<file path="config.mk">
export PLATFORM = sky130hd
export DESIGN_NAME = fifo_sync_ctrl
export DESIGN_NICKNAME = d
export VERILOG_FILES = /design/src/rtl/fifo_sync_ctrl.sv
export SDC_FILE = /design/constraint.sdc
export NUM_CORES = 1
export LEC_CHECK = 0
export ABC_AREA = 0
export BUFFER_PORTS_ARGS = -buffer_cell sky130_fd_sc_hd__buf_4
export CORE_MARGIN = 5
export CORE_UTILIZATION = 40
export DETAILED_ROUTE_END_ITERATION = 6
export PLACE_DENSITY = 0.65
export SKIP_LAST_GASP = 1
export SLEW_MARGIN = 20
export SYNTH_ARGS = -nofsm -noshare
export SYNTH_HDL_FRONTEND = slang
export SYNTH_SLANG_ARGS = --single-unit
</file>
<file path="constraint.sdc">
create_clock -name clk -period 5.4 [get_ports clk]
set_input_delay 1.08 -clock clk [delete_from_list [all_inputs] [get_ports clk]]
set_output_delay 1.08 -clock clk [all_outputs]
set_load 0.01 [all_outputs]
</file>
<file path="src/rtl/fifo_sync_ctrl.sv">
`default_nettype none
// ============================================================================
// Module      : fifo_sync_ctrl
// Description : Single-clock FIFO with registered flags, thresholds, sticky
//               error flags and an outcome-encoding controller state.
// Revision    : 1.0 - initial release
// ============================================================================
module fifo_sync_ctrl #(
    parameter int DATA_W    = 8,
    parameter int DEPTH     = 8,
    parameter int AF_THRESH = DEPTH - 2,
    parameter int AE_THRESH = 2
) (
    input  logic                       clk,
    input  logic                       rst,
    input  logic                       wr_en,
    input  logic [DATA_W-1:0]          wr_data,
    input  logic                       rd_en,
    output logic [DATA_W-1:0]          rd_data,
    output logic                       rd_valid,
    output logic                       full,
    output logic                       empty,
    output logic                       almost_full,
    output logic                       almost_empty,
    output logic [$clog2(DEPTH):0]     count,
    output logic [2:0]                 state,
    output logic                       wr_err,
    output logic                       rd_err,
    output logic                       ovf_sticky,
    output logic                       udf_sticky,
    input  logic                       err_clr
);

    localparam int c_AW = $clog2(DEPTH);
    localparam int c_CW = c_AW + 1;

    typedef enum logic [2:0] {
        ST_INIT   = 3'b000,
        ST_IDLE   = 3'b001,
        ST_WRITE  = 3'b010,
        ST_WR_ERR = 3'b011,
        ST_READ   = 3'b100,
        ST_RD_ERR = 3'b101,
        ST_RDWR   = 3'b110
    } state_t;

    logic [DATA_W-1:0] r_mem [DEPTH];
    logic [c_AW-1:0]   r_wr_ptr;
    logic [c_AW-1:0]   r_rd_ptr;
    logic [c_CW-1:0]   r_count;
    logic [c_CW-1:0]   w_count_nxt;
    logic [DATA_W-1:0] r_rd_data;
    logic              r_rd_valid;
    logic              r_full;
    logic              r_empty;
    logic              r_afull;
    logic              r_aempty;
    logic              r_wr_err;
    logic              r_rd_err;
    logic              r_ovf;
    logic              r_udf;
    state_t            r_state;
    state_t            w_state_nxt;

    logic w_wr_ok;
    logic w_rd_ok;
    logic w_wr_rej;
    logic w_rd_rej;

    // Acceptance uses the registered flags, so a full FIFO rejects a write
    // even when a read in the same cycle would free a slot.
    assign w_wr_ok  = wr_en && !r_full;
    assign w_rd_ok  = rd_en && !r_empty;
    assign w_wr_rej = wr_en && r_full;
    assign w_rd_rej = rd_en && r_empty;

    always_comb begin
        w_count_nxt = r_count;
        case ({w_wr_ok, w_rd_ok})
            2'b10:   w_count_nxt = r_count + c_CW'(1);
            2'b01:   w_count_nxt = r_count - c_CW'(1);
            default: w_count_nxt = r_count;
        endcase
    end

    always_comb begin
        w_state_nxt = ST_INIT;
        case (r_state)
            ST_INIT, ST_IDLE, ST_WRITE, ST_WR_ERR,
            ST_READ, ST_RD_ERR, ST_RDWR: begin
                if (w_wr_rej)                w_state_nxt = ST_WR_ERR;
                else if (w_rd_rej)           w_state_nxt = ST_RD_ERR;
                else if (w_wr_ok && w_rd_ok) w_state_nxt = ST_RDWR;
                else if (w_wr_ok)            w_state_nxt = ST_WRITE;
                else if (w_rd_ok)            w_state_nxt = ST_READ;
                else                         w_state_nxt = ST_IDLE;
            end
            default: w_state_nxt = ST_INIT;
        endcase
    end

    always_ff @(posedge clk or posedge rst) begin
        if (rst) begin
            r_state <= ST_INIT;
        end else begin
            r_state <= w_state_nxt;
        end
    end

    always_ff @(posedge clk or posedge rst) begin
        if (rst) begin
            r_wr_ptr   <= '0;
            r_rd_ptr   <= '0;
            r_count    <= '0;
            r_rd_data  <= '0;
            r_rd_valid <= 1'b0;
            r_full     <= 1'b0;
            r_empty    <= 1'b1;
            r_afull    <= 1'b0;
            r_aempty   <= 1'b1;
            r_wr_err   <= 1'b0;
            r_rd_err   <= 1'b0;
            r_ovf      <= 1'b0;
            r_udf      <= 1'b0;
        end else begin
            if (w_wr_ok) r_wr_ptr <= r_wr_ptr + c_AW'(1);
            if (w_rd_ok) begin
                r_rd_ptr  <= r_rd_ptr + c_AW'(1);
                r_rd_data <= r_mem[r_rd_ptr];
            end
            r_rd_valid <= w_rd_ok;
            r_count    <= w_count_nxt;
            r_full     <= (w_count_nxt == c_CW'(DEPTH));
            r_empty    <= (w_count_nxt == '0);
            r_afull    <= (w_count_nxt >= c_CW'(AF_THRESH));
            r_aempty   <= (w_count_nxt <= c_CW'(AE_THRESH));
            r_wr_err   <= w_wr_rej;
            r_rd_err   <= w_rd_rej;
            // A new error outranks a coincident clear.
            r_ovf      <= w_wr_rej || (r_ovf && !err_clr);
            r_udf      <= w_rd_rej || (r_udf && !err_clr);
        end
    end

    always_ff @(posedge clk) begin
        if (w_wr_ok) r_mem[r_wr_ptr] <= wr_data;
    end

    assign rd_data      = r_rd_data;
    assign rd_valid     = r_rd_valid;
    assign full         = r_full;
    assign empty        = r_empty;
    assign almost_full  = r_afull;
    assign almost_empty = r_aempty;
    assign count        = r_count;
    assign state        = r_state;
    assign wr_err       = r_wr_err;
    assign rd_err       = r_rd_err;
    assign ovf_sticky   = r_ovf;
    assign udf_sticky   = r_udf;

endmodule
`default_nettype wire

</file>
Word level (Yosys, flattened, before mapping)
Memory sizes are Yosys's and may differ from the RTL's. A register that Yosys moved wholly into a read port is not among the register bits. Cells that the tools add are included.

Flip-flop bits (word level): 22. Bits in writable memories: 64. Input bits: 13. Output and inout bits: 24. Word-level logic and storage cells: 53. Memories: 1.

Memories: r_mem (words 8, width 8, rd ports 1, clocked after Yosys merged registers in 1, write ports 1, line 47) `logic [DATA_W-1:0] r_mem [DEPTH];`.

Add/sub/neg operators: 4. Order comparisons: 2. Equality and inequality tests: 9. Multiplexer cells: 9. Reduce and logical (&&, ||, !) cells: 15.

Operator list (number): 3-bit two-way mux (6); 3-bit == test, second input constant (3); 4-bit one-hot mux with 2 select lines (1); 1-bit logical AND (7); 7-bit OR reduction (1); 3-bit by 1-bit adder with 3-bit output, second input constant (2); 3-bit by 2-bit == test with 1-bit output, second input constant (2); 4-bit by 1-bit adder with 4-bit output, second input constant (1); 4-bit == test, second input constant (1); 4-bit by 3-bit >= comparator with 1-bit output, second input constant (1); 4-bit by 2-bit <= comparator with 1-bit output, second input constant (1); 4-bit logical NOT (1); 4-bit by 1-bit subtractor with 4-bit output, second input constant (1); 3-bit by 1-bit == test with 1-bit output, second input constant (1); 1-bit logical NOT (3); 3-bit logical NOT (1); 2-bit by 1-bit == test with 1-bit output, second input constant (1); 2-bit == test, second input constant (1); 1-bit logical OR (2); 1-bit two-way mux (2).

Depth between registers and ports, before layout
Gate-level depths: netlist of run 1.

Depth after elaboration: 8. Mapped depth: 11. Gate-level depth less buffers: 10.

Least setup slack after synthesis of run 1
Ideal clock, no wire load.

Kind: input port to flip-flop. Start point: input rd_en. End point: register r_aempty (netlist: almost_empty). Library setup time: 62 ps. Arrival: 2651 ps. Required time: 5338 ps. Path slack: 2687 ps. Stages: 8. Buffers on the path: 0. Cells stage by stage: nand2b_1 -> bufinv_8 -> ha_1 -> and4b_1 -> o21ai_1 -> a221oi_2 -> xnor2_1 -> o311a_1.

Longest elaborated chain between the ends: 4. Elaborated cells between the ends (all ways): 5. Those cells by class: order compare: 1; eq/ne: 2; mux: 1; reduce/logical: 1.

RTL lines: start: declaration (line 18) `input logic rd_en,`; 1-bit logical AND (*) (line 73) `assign w_rd_ok = rd_en && !r_empty;`; named net w_rd_ok (line 66) `logic w_rd_ok;`; 2-bit by 1-bit == test with 1-bit output or 2-bit == test (tied branches) (line 79) `case ({w_wr_ok, w_rd_ok})`; 4-bit one-hot mux with 2 select lines (*) (line 79); 4-bit by 2-bit <= comparator with 1-bit output (*) (line 136) `r_aempty <= (w_count_nxt <= c_CW'(AE_THRESH));`; end signal: assignment (line 136); end: declaration (line 57) `logic r_aempty;`.

The timed path passes the listed nets; every way through them passes the cells marked *. A chain may end at the register's enable or synchronous reset.

Final worst setup path of run 1
Ends and elaborated chain as after synthesis.

==> reports/qor.txt, run 1 <==
status -> finished clean
Max IR drop VDD -> 181.5 µV
endpoints failing setup -> 0
Critical Path Fanout Max -> 23
# DRC -> 0
Clock transition at path regs -> 0.10 ns
area delta synth->final -> 15.02%
Vias -> 1,920
Root Driver -> clkbuf_8
sequential area share after synthesis -> 0.7122
Setup CP Type -> input pin to register
Post-Syn Area per Cell -> 16.77 µm²
worst min path class -> register to register
max_cap viols -> 0
Data required, critical path -> 5.71 ns
TritonCTS buffer count -> 9
die width -> 106.9 µm
GPL Wtd Cong -> 0.6998
Placed Area -> 4129 µm²
fin crit period -> 3.107 ns
Die Y -> 106.9 µm
DR pass1 iterations -> 4
critical path launch point type -> input pin
Vias per Instance -> 5.066
post-CTS resize count -> 0
DRT iter0 DRCs -> 50
hold-fix buffer count after cts -> 0
postcts setup bufs -> 0
Congestion Overflow GR -> 0
register bit count reported by yosys -> 94
Cell Rows -> 35
WL per Instance -> 16.97 µm
All-Layer GR Usage -> 0.1222
post-synth cell types -> 38
ranking of synthesized cells by area -> edfxtp_1, dfrtp_1, mux4_2, nand2_1, mux2i_1
Max H-tree Level -> 3
Nets -> 280
clock skew -> 0.01298 ns
# IOs -> 37
Yosys warnings -> 0
Clock Latency Late Sink -> 0.36 ns
TNS Setup -> 0 ns
Max Root-Sink Buffers -> 2
final instance area -> 4320 µm²
largest area contributor in the netlist -> edfxtp_1
WP data arrival -> 3.42 ns
Initial Util -> 0.4084
synthesized area -> 3756 µm²
WL final -> 6433 µm
final hold vios -> 0
largest net degree at the start of global routing -> 31
relative slew slack -> 0.3880
Tcrit/Tclk final -> 0.5755
Post-Synthesis Cells -> 224
pwr dens -> 534.1 nW/µm²
syn_nets -> 241
initial antenna violation count -> 0
Core Region -> 9196 µm²
post-synth top area share -> 0.5117
port bufs -> 36
CTS Sinks -> 94
ant diodes -> 0
Highest Clock Rate -> 321.8 MHz
fraction of layout cells with a size suffix above 1 -> 0.3060
die area -> 11,430 µm²
remaining antenna violation count -> 0
CTS tree -> built
Max Slew Vio Count -> 0
Worst Setup End Kind -> register
unrepaired setup endpoints after global routing -> false
P_leak -> 0.001648 µW
first-pass GRT wire length -> 10,300 µm
DPL Wire Length -> 4303 µm
Final Util -> 0.4698
worst-margin pin slew -> 0.9146 ns
number of global-route vias before repair -> 1,982
==> layer usage <==
layer	vias to the layer above	global-route usage	part of all wire
met2	37	0.1853	0.49
met4	0	0.07123	0.013
met5	-	0	0
met1	959	0.1659	0.46
met3	7	0.02107	0.037
li1	917	-	-
==> where the power goes <==
| part | internal (µW) | leakage (µW) | switching, µW | total, µW |
|---|---|---|---|---|
| clock network | 178 | 0.0000924 | 261 | 440 |
| logic | 382 | 0.000611 | 346 | 729 |
| registers | 957 | 0.000944 | 182 | 1140 |
| total | 1520 | 0.00165 | 790 | 2310 |
==> layout by cell type (no fill, tap or decap), drive strengths merged, types with 2 or more instances in the layout <==
master,instances
nand2b,3
o21ai,14
clkbuf,9
inv,14
nor2b,3
clkinv,2
dfrtp,28
ha,4
nor3,5
xnor2,6
buf,36
nand2,25
clkinvlp,2
dfstp,2
nor2,9
mux4,16
edfxtp,64
a31oi,3
nor3b,2
mux2i,9
==> worst max-delay path, stage by stage <==
cell and delay [ns]:
buf_4 0.12, nand2b_1 0.53, bufinv_8 0.33, ha_1 0.23, and4b_1 0.28, o21ai_1 0.08
a221oi_2 0.31, xnor2_1 0.22, o311a_1 0.22
==> final timing paths <==
check	startpoint	to	slack, ns	cells after the start
min reg2reg	rd_data[5]$_DFFE_PP0N_	rd_data[5]$_DFFE_PP0N_	0.49	2
min in group asynchronous	rst	rd_data[5]$_DFFE_PP0N_	0.78	2
max reg2reg	empty$_DFF_PP1_	almost_empty$_DFF_PP1_	2.51	8
max in group asynchronous	rst	r_rd_ptr[0]$_DFFE_PP0N_	4.18	2
min	rd_data[5]$_DFFE_PP0N_	rd_data[5]$_DFFE_PP0N_	0.49	2
max	rd_en	almost_empty$_DFF_PP1_	2.29	9
==> stage by stage <==
stage | total power [µW] | hold WS (ns) | instances | worst slack, ns
floorplan | 1627 | 0.4882 | 224 | 2.687
global placement | 1883 | 0.4657 | 363 | 1.932
detailed placement | 1902 | 0.4722 | 363 | 1.873
CTS | 2343 | 0.4947 | 379 | 2.286
global route | 2461 | 0.5154 | 379 | 2.103
finish | 2307 | 0.4878 | 379 | 2.293
==> sequential cells by signal (all words and copies together), names as in the netlist <==
signal	cells
almost_empty	1
almost_full	1
count	4
empty	1
full	1
ovf_sticky	1
r_mem	64
r_rd_ptr	3
r_wr_ptr	3
rd_data	8
rd_err	1
rd_valid	1
state	3
udf_sticky	1
wr_err	1
==> cells by family after synthesis <==
| group | synth area share |
|---|---|
| buffers and inverters | 0.02898 |
| and+or+nand+nor | 0.06429 |
| adders and majority gates | 0.01332 |
| DFF | 0.7122 |
| muxes | 0.1199 |
| xor gates and xnor gates | 0.01399 |
| AOI/OAI and AO/OA | 0.04730 |
==> synthesized netlist by cell type <==
cell type  count
ha_1           4
or2b_1         1
o21ai_0       13
nor3b_1        1
clkbuf_1       3
o311a_1        1
inv_1          9
a21boi_2       1
o21ai_1        1
edfxtp_1      64
xnor2_1        6
buf_6          1
buf_4          2
a221oi_2       1
nor2b_1        2
bufinv_8       1
nand2_1       25
mux4_2        16
inv_4          1
and2_1         1
dfrtp_1       28
o31ai_1        1
a31oi_4        1
nand2b_1       3
mux2i_1        9
a31oi_1        2
a32oi_1        1
inv_2          1
a21oi_1        1
o22ai_1        1
buf_2          2
and4b_1        1
o211a_1        1
nor2b_4        1
nor2_1         9
nor3_1         5
nor3b_2        1
dfstp_2        2
==> layout make-up <==
cell class | instances | area (µm²)
clock buffer | 9 | 123.9
inverter | 12 | 61.31
timing repair buffer | 36 | 270.3
sequential | 94 | 2676
fill | 818 | 4876
multi-input combinational | 110 | 982.2
clock inverter | 7 | 67.56
tap | 111 | 138.9
Power figures use the tool's default switching activity.
==> inputs of run 2 (changes only) <==
- clock period: 5.4 -> 3.15 ns (I/O delays scaled with it)
==> reports/qor.txt, run 2 (synthesis gave the netlist of run 1 again) <==
port bufs -> 36 (unchanged)
DPL Wire Length -> 4188 µm (-2.7%)
final instance area -> 4399 µm² (+1.8%)
DR pass1 iterations -> 4 (unchanged)
# IOs -> 37 (unchanged)
P_leak -> 0.001711 µW (+3.8%)
die width -> 106.9 µm (unchanged)
Clock transition at path regs -> 0.10 ns (about the same)
GPL Wtd Cong -> 0.7171 (+2.5%)
ant diodes -> 0 (unchanged)
endpoints failing setup -> 0 (unchanged)
most frequent cells in the layout -> edfxtp_1, buf_4, dfrtp_1
first-pass GRT wire length -> 10,320 µm (+0.20%)
post-CTS resize count -> 0 (unchanged)
Worst Reg-to-Reg Cells -> 8 (unchanged)
Critical Path Fanout Max -> 7 (-70%)
unrepaired setup endpoints after global routing -> false
CTS tree -> built
worst min path class -> input pin to asynchronous set/reset pin
Cell Rows -> 35 (unchanged)
WL final -> 6454 µm (+0.33%)
Worst Setup End Kind -> register
Max Root-Sink Buffers -> 2 (unchanged)
relative slew slack -> 0.4687 (+0.08069)
Placed Area -> 4200 µm² (+1.7%)
CTS Sinks -> 94 (unchanged)
Root Driver -> clkbuf_8
TritonCTS buffer count -> 9 (unchanged)
Highest Clock Rate -> 436.7 MHz
Max Slew Vio Count -> 0 (unchanged)
DRT iter0 DRCs -> 93 (+86%)
Core Region -> 9196 µm² (unchanged)
TNS Setup -> 0 ns (unchanged)
fraction of layout cells with a size suffix above 1 -> 0.3190 (+0.01303)
Initial Util -> 0.4084 (unchanged)
Clock Latency Late Sink -> 0.36 ns (about the same)
Vias per Instance -> 4.964 (-2.0%)
worst reg-to-reg setup slack -> 0.86 ns (-1.65 ns)
clock skew -> 0.009704 ns (-0.003276 ns)
number of global-route vias before repair -> 1,929 (-2.7%)
Die Y -> 106.9 µm (unchanged)
area delta synth->final -> 17.12%
Max IR drop VDD -> 266.7 µV (+47%)
max_cap viols -> 0 (unchanged)
fin crit period -> 2.290 ns
final hold slack -> 0.3467 ns (-0.1411 ns)
largest net degree at the start of global routing -> 31 (unchanged)
Fillers -> 786 (-3.9%)
initial antenna violation count -> 0 (unchanged)
WL per Instance -> 16.55 µm (-2.5%)
max FFs per register -> 64 (unchanged)
Data required, critical path -> 3.45 ns (-2.26 ns)
critical path launch point type -> register
Top reg by flops -> r_mem
pwr dens -> 907.5 nW/µm² (+70%)
Max H-tree Level -> 3 (unchanged)
WP data arrival -> 2.59 ns (-0.83 ns)
Vias -> 1,936 (+0.83%)
postcts setup bufs -> 0 (unchanged)
worst-margin pin slew -> 0.7969 ns (-0.1177 ns)
# DRC -> 0 (unchanged)
remaining antenna violation count -> 0 (unchanged)
commonest non-fill, non-tap cell in the layout -> edfxtp_1
worst r2r src -> empty$_DFF_PP1_
Setup CP Type -> register to register
hold-fix buffer count after cts -> 0 (unchanged)
die area -> 11,430 µm² (unchanged)
Tcrit/Tclk final -> 0.7270
final hold vios -> 0 (unchanged)
reg-to-reg endpoint -> almost_empty$_DFF_PP1_
All-Layer GR Usage -> 0.1221 (about the same)
Congestion Overflow GR -> 0 (unchanged)
Nets -> 291 (+3.9%)
status -> finished clean
[run 2: how the worst max path moves through the flow]
stage                                   to  depth (start not counted)            start  slack, ns
finish              almost_empty$_DFF_PP1_                          8  empty$_DFF_PP1_       0.86
global route        almost_empty$_DFF_PP1_                          8  empty$_DFF_PP1_       0.71
CTS                 almost_empty$_DFF_PP1_                          8  empty$_DFF_PP1_       0.87
detailed placement   almost_full$_DFF_PP0_                          9            wr_en       0.65
global placement            full$_DFF_PP0_                         11            wr_en       0.70
floorplan           almost_empty$_DFF_PP1_                          8            rd_en       0.89
[run 2: report_power, final]
part	internal (µW)	switching, µW	total [µW]
clock	312	457	770
combinational	694	656	1350
sequential	1640	235	1870
total	2640	1350	3990
[run 2: worst max-delay path: stages, from the launching register on]
cell and delay (ns):
dfstp_2 0.55, nand2b_1 0.13, bufinv_8 0.20, ha_1 0.23
and4b_1 0.28, o21ai_1 0.08, a221oi_2 0.30, xnor2_1 0.24
o311a_1 0.23
[run 2: metrics by stage]
stage | std cells | setup WS (ns) | util | total power (µW)
finish | 390 | 0.8600 | 0.4784 | 3992
global route | 390 | 0.7128 | 0.4784 | 4276
CTS | 390 | 0.8699 | 0.4784 | 4060
detailed placement | 374 | 0.6473 | 0.4567 | 3285
global placement | 374 | 0.7027 | 0.4567 | 3258
floorplan | 224 | 0.8870 | - | 2790
[run 2: layout make-up]
cell class	instances	area (µm²)	share of cell area
clock inverters	7	75.07	0.01706
clock buffers	9	123.9	0.02816
inverters	12	61.31	0.01394
flip-flops and latches	94	2675	0.6081
well taps	111	138.9	0.03157
repair buffers	47	352.8	0.08020
multi-input cells	110	972.2	0.2210
[run 2: layer usage]
| metal | share of wire | global-route usage | vias to the layer above |
|---|---|---|---|
| met5 | 0 | 0 | - |
| met4 | 0.016 | 0.05205 | 0 |
| met3 | 0.045 | 0.03010 | 8 |
| met2 | 0.49 | 0.1844 | 41 |
| met1 | 0.45 | 0.1689 | 947 |
| li1 | - | - | 940 |
==> inputs of run 3 (changes only) <==
- clock period: 3.15 -> 2.14 ns (I/O delays scaled with it)
==> reports/qor.txt, run 3 (synthesis gave the netlist of run 1 again) <==
max FFs per register -> 64 (unchanged)
worst min path class -> input pin to asynchronous set/reset pin
Nets -> 308 (+5.8%)
reg-to-reg endpoint -> almost_empty$_DFF_PP1_
die width -> 106.9 µm (unchanged)
Congestion Overflow GR -> 0 (unchanged)
final hold slack -> 0.1473 ns (-0.1993 ns)
Tcrit/Tclk final -> 0.9766 (+0.2496)
Final Util -> 0.4999 (+0.02150)
Vias -> 2,046 (+5.7%)
clock skew -> 0.01085 ns (+0.001145 ns)
Data required, critical path -> 2.44 ns (-1.01 ns)
Critical Path Fanout Max -> 4 (-3)
pwr dens -> 1335 nW/µm² (+47%)
DPL Wire Length -> 4587 µm (+9.5%)
Setup CP Type -> register to register
Root Driver -> clkbuf_8
All-Layer GR Usage -> 0.1274 (+0.005388)
# IOs -> 37 (unchanged)
Top reg by flops -> r_mem
worst reg-to-reg setup slack -> 0.05 ns (-0.81 ns)
# DRC -> 0 (unchanged)
number of global-route vias before repair -> 2,134 (+11%)
Clock transition at path regs -> 0.10 ns (about the same)
die area -> 11,430 µm² (unchanged)
Core Region -> 9196 µm² (unchanged)
endpoints failing setup -> 0 (unchanged)
P_leak -> 0.001810 µW (+5.8%)
Fillers -> 761 (-3.2%)
DRT iter0 DRCs -> 75 (-19%)
first-pass GRT wire length -> 10,870 µm (+5.3%)
Worst Reg-to-Reg Cells -> 8 (unchanged)
GPL Wtd Cong -> 0.7897 (+10%)
most frequent cells in the layout -> edfxtp_1, buf_4, dfrtp_1
crit path from -> empty$_DFF_PP1_
TritonCTS buffer count -> 9 (unchanged)
final hold vios -> 0 (unchanged)
cell total after placement -> 389 (+4.0%)
DR pass1 iterations -> 4 (unchanged)
Max IR drop VDD -> 485.2 µV (+82%)
CTS Sinks -> 94 (unchanged)
status -> finished clean
relative slew slack -> 0.6229 (+0.1542)
CTS tree -> built
Die Y -> 106.9 µm (unchanged)
port bufs -> 36 (unchanged)
Multi-input gate area -> 1054 µm² (+8.4%)
area delta synth->final -> 22.39%
ant diodes -> 0 (unchanged)
Worst Setup End Kind -> register
largest net degree at the start of global routing -> 31 (unchanged)
fin crit period -> 2.090 ns (-0.2000 ns)
WL final -> 6773 µm (+4.9%)
commonest non-fill, non-tap cell in the layout -> edfxtp_1
initial antenna violation count -> 0 (unchanged)
non-filler instance count after layout -> 407 (+4.4%)
worst-margin pin slew -> 0.5657 ns (-0.2312 ns)
FF+latch area -> 2675 µm² (unchanged)
Place WS -> -0.02378 ns (-0.6710 ns)
worst r2r src -> empty$_DFF_PP1_
CP endpoint -> almost_empty$_DFF_PP1_
Vias per Instance -> 5.027 (+1.3%)
Clock Latency Late Sink -> 0.35 ns (about the same)
WP data arrival -> 2.39 ns (-0.20 ns)
WL per Instance -> 16.64 µm (+0.56%)
remaining antenna violation count -> 0 (unchanged)
TNS Setup -> 0 ns (unchanged)
critical path launch point type -> register
max_cap viols -> 0 (unchanged)
Highest Clock Rate -> 478.5 MHz (+9.6%)
Max Root-Sink Buffers -> 2 (unchanged)
Cell Rows -> 35 (unchanged)
fraction of layout cells with a size suffix above 1 -> 0.3919 (+0.07290)
Max Slew Vio Count -> 0 (unchanged)
Max H-tree Level -> 3 (unchanged)
setup slack after layout -> 0.05006 ns (-0.8100 ns)
Initial Util -> 0.4084 (unchanged)
[run 3: cell type report]
type                            count  area share
Inverter                           12     0.01198
Clock inverter                      6     0.01170
Multi-Input combinational cell    110      0.2292
Clock buffer                       10     0.02776
Timing Repair Buffer               64      0.1072
Sequential cell                    94      0.5819
Tap cell                          111     0.03021
[run 3: worst max-delay path: stages, from the launching register on]
cell	delay, ns
dfstp_2	0.54
nand2b_4	0.15
inv_8	0.04
ha_4	0.16
and4b_1	0.29
o21ai_2	0.08
a221oi_2	0.38
xnor2_2	0.20
o311a_1	0.20
[run 3: worst min-delay path by stage]
stage	start	endpoint	slack, ns	depth (start not counted)
2_1_floorplan	r_wr_ptr[0]$_DFFE_PP0P_	r_wr_ptr[0]$_DFFE_PP0P_	0.49	2
3_3_place_gp	rd_data[2]$_DFFE_PP0N_	rd_data[2]$_DFFE_PP0N_	0.46	2
3_5_place_dp	rd_data[2]$_DFFE_PP0N_	rd_data[2]$_DFFE_PP0N_	0.48	2
4_1_cts	rst	ovf_sticky$_DFF_PP0_	0.15	3
5_1_grt	rst	rd_data[5]$_DFFE_PP0N_	0.19	3
6_report	rst	rd_data[5]$_DFFE_PP0N_	0.15	3
[run 3: power by group]
group | switching (µW) | internal, µW | total (µW)
Sequential | 297 | 2410 | 2710
Combinational | 1130 | 1230 | 2360
Clock | 630 | 441 | 1070
[run 3: what timing repair did]
action	4_1_cts	5_1_grt
hold buffers	0	0
pin swaps	2	5
gates resized for setup	2	12
endpoints found under the setup margin	3	5
endpoints found under the hold margin	0	0
buffers inserted	0	2
[run 3: layer usage]
layer	share of wire	vias to the layer above	routed length, µm	global-route usage
met5	0	-	0	0
met3	0.043	10	289	0.03070
met1	0.46	1016	3101	0.1657
met4	0.017	0	113	0.05297
li1	-	971	-	-
met2	0.48	49	3269	0.2055
[run 3: per-stage QoR]
step	area, µm²	power, µW
after floorplan	3766	4119
after global placement	4335	4936
after detailed placement	4335	4981
after CTS	4534	6085
after global routing	4597	6550
final	4597	6135
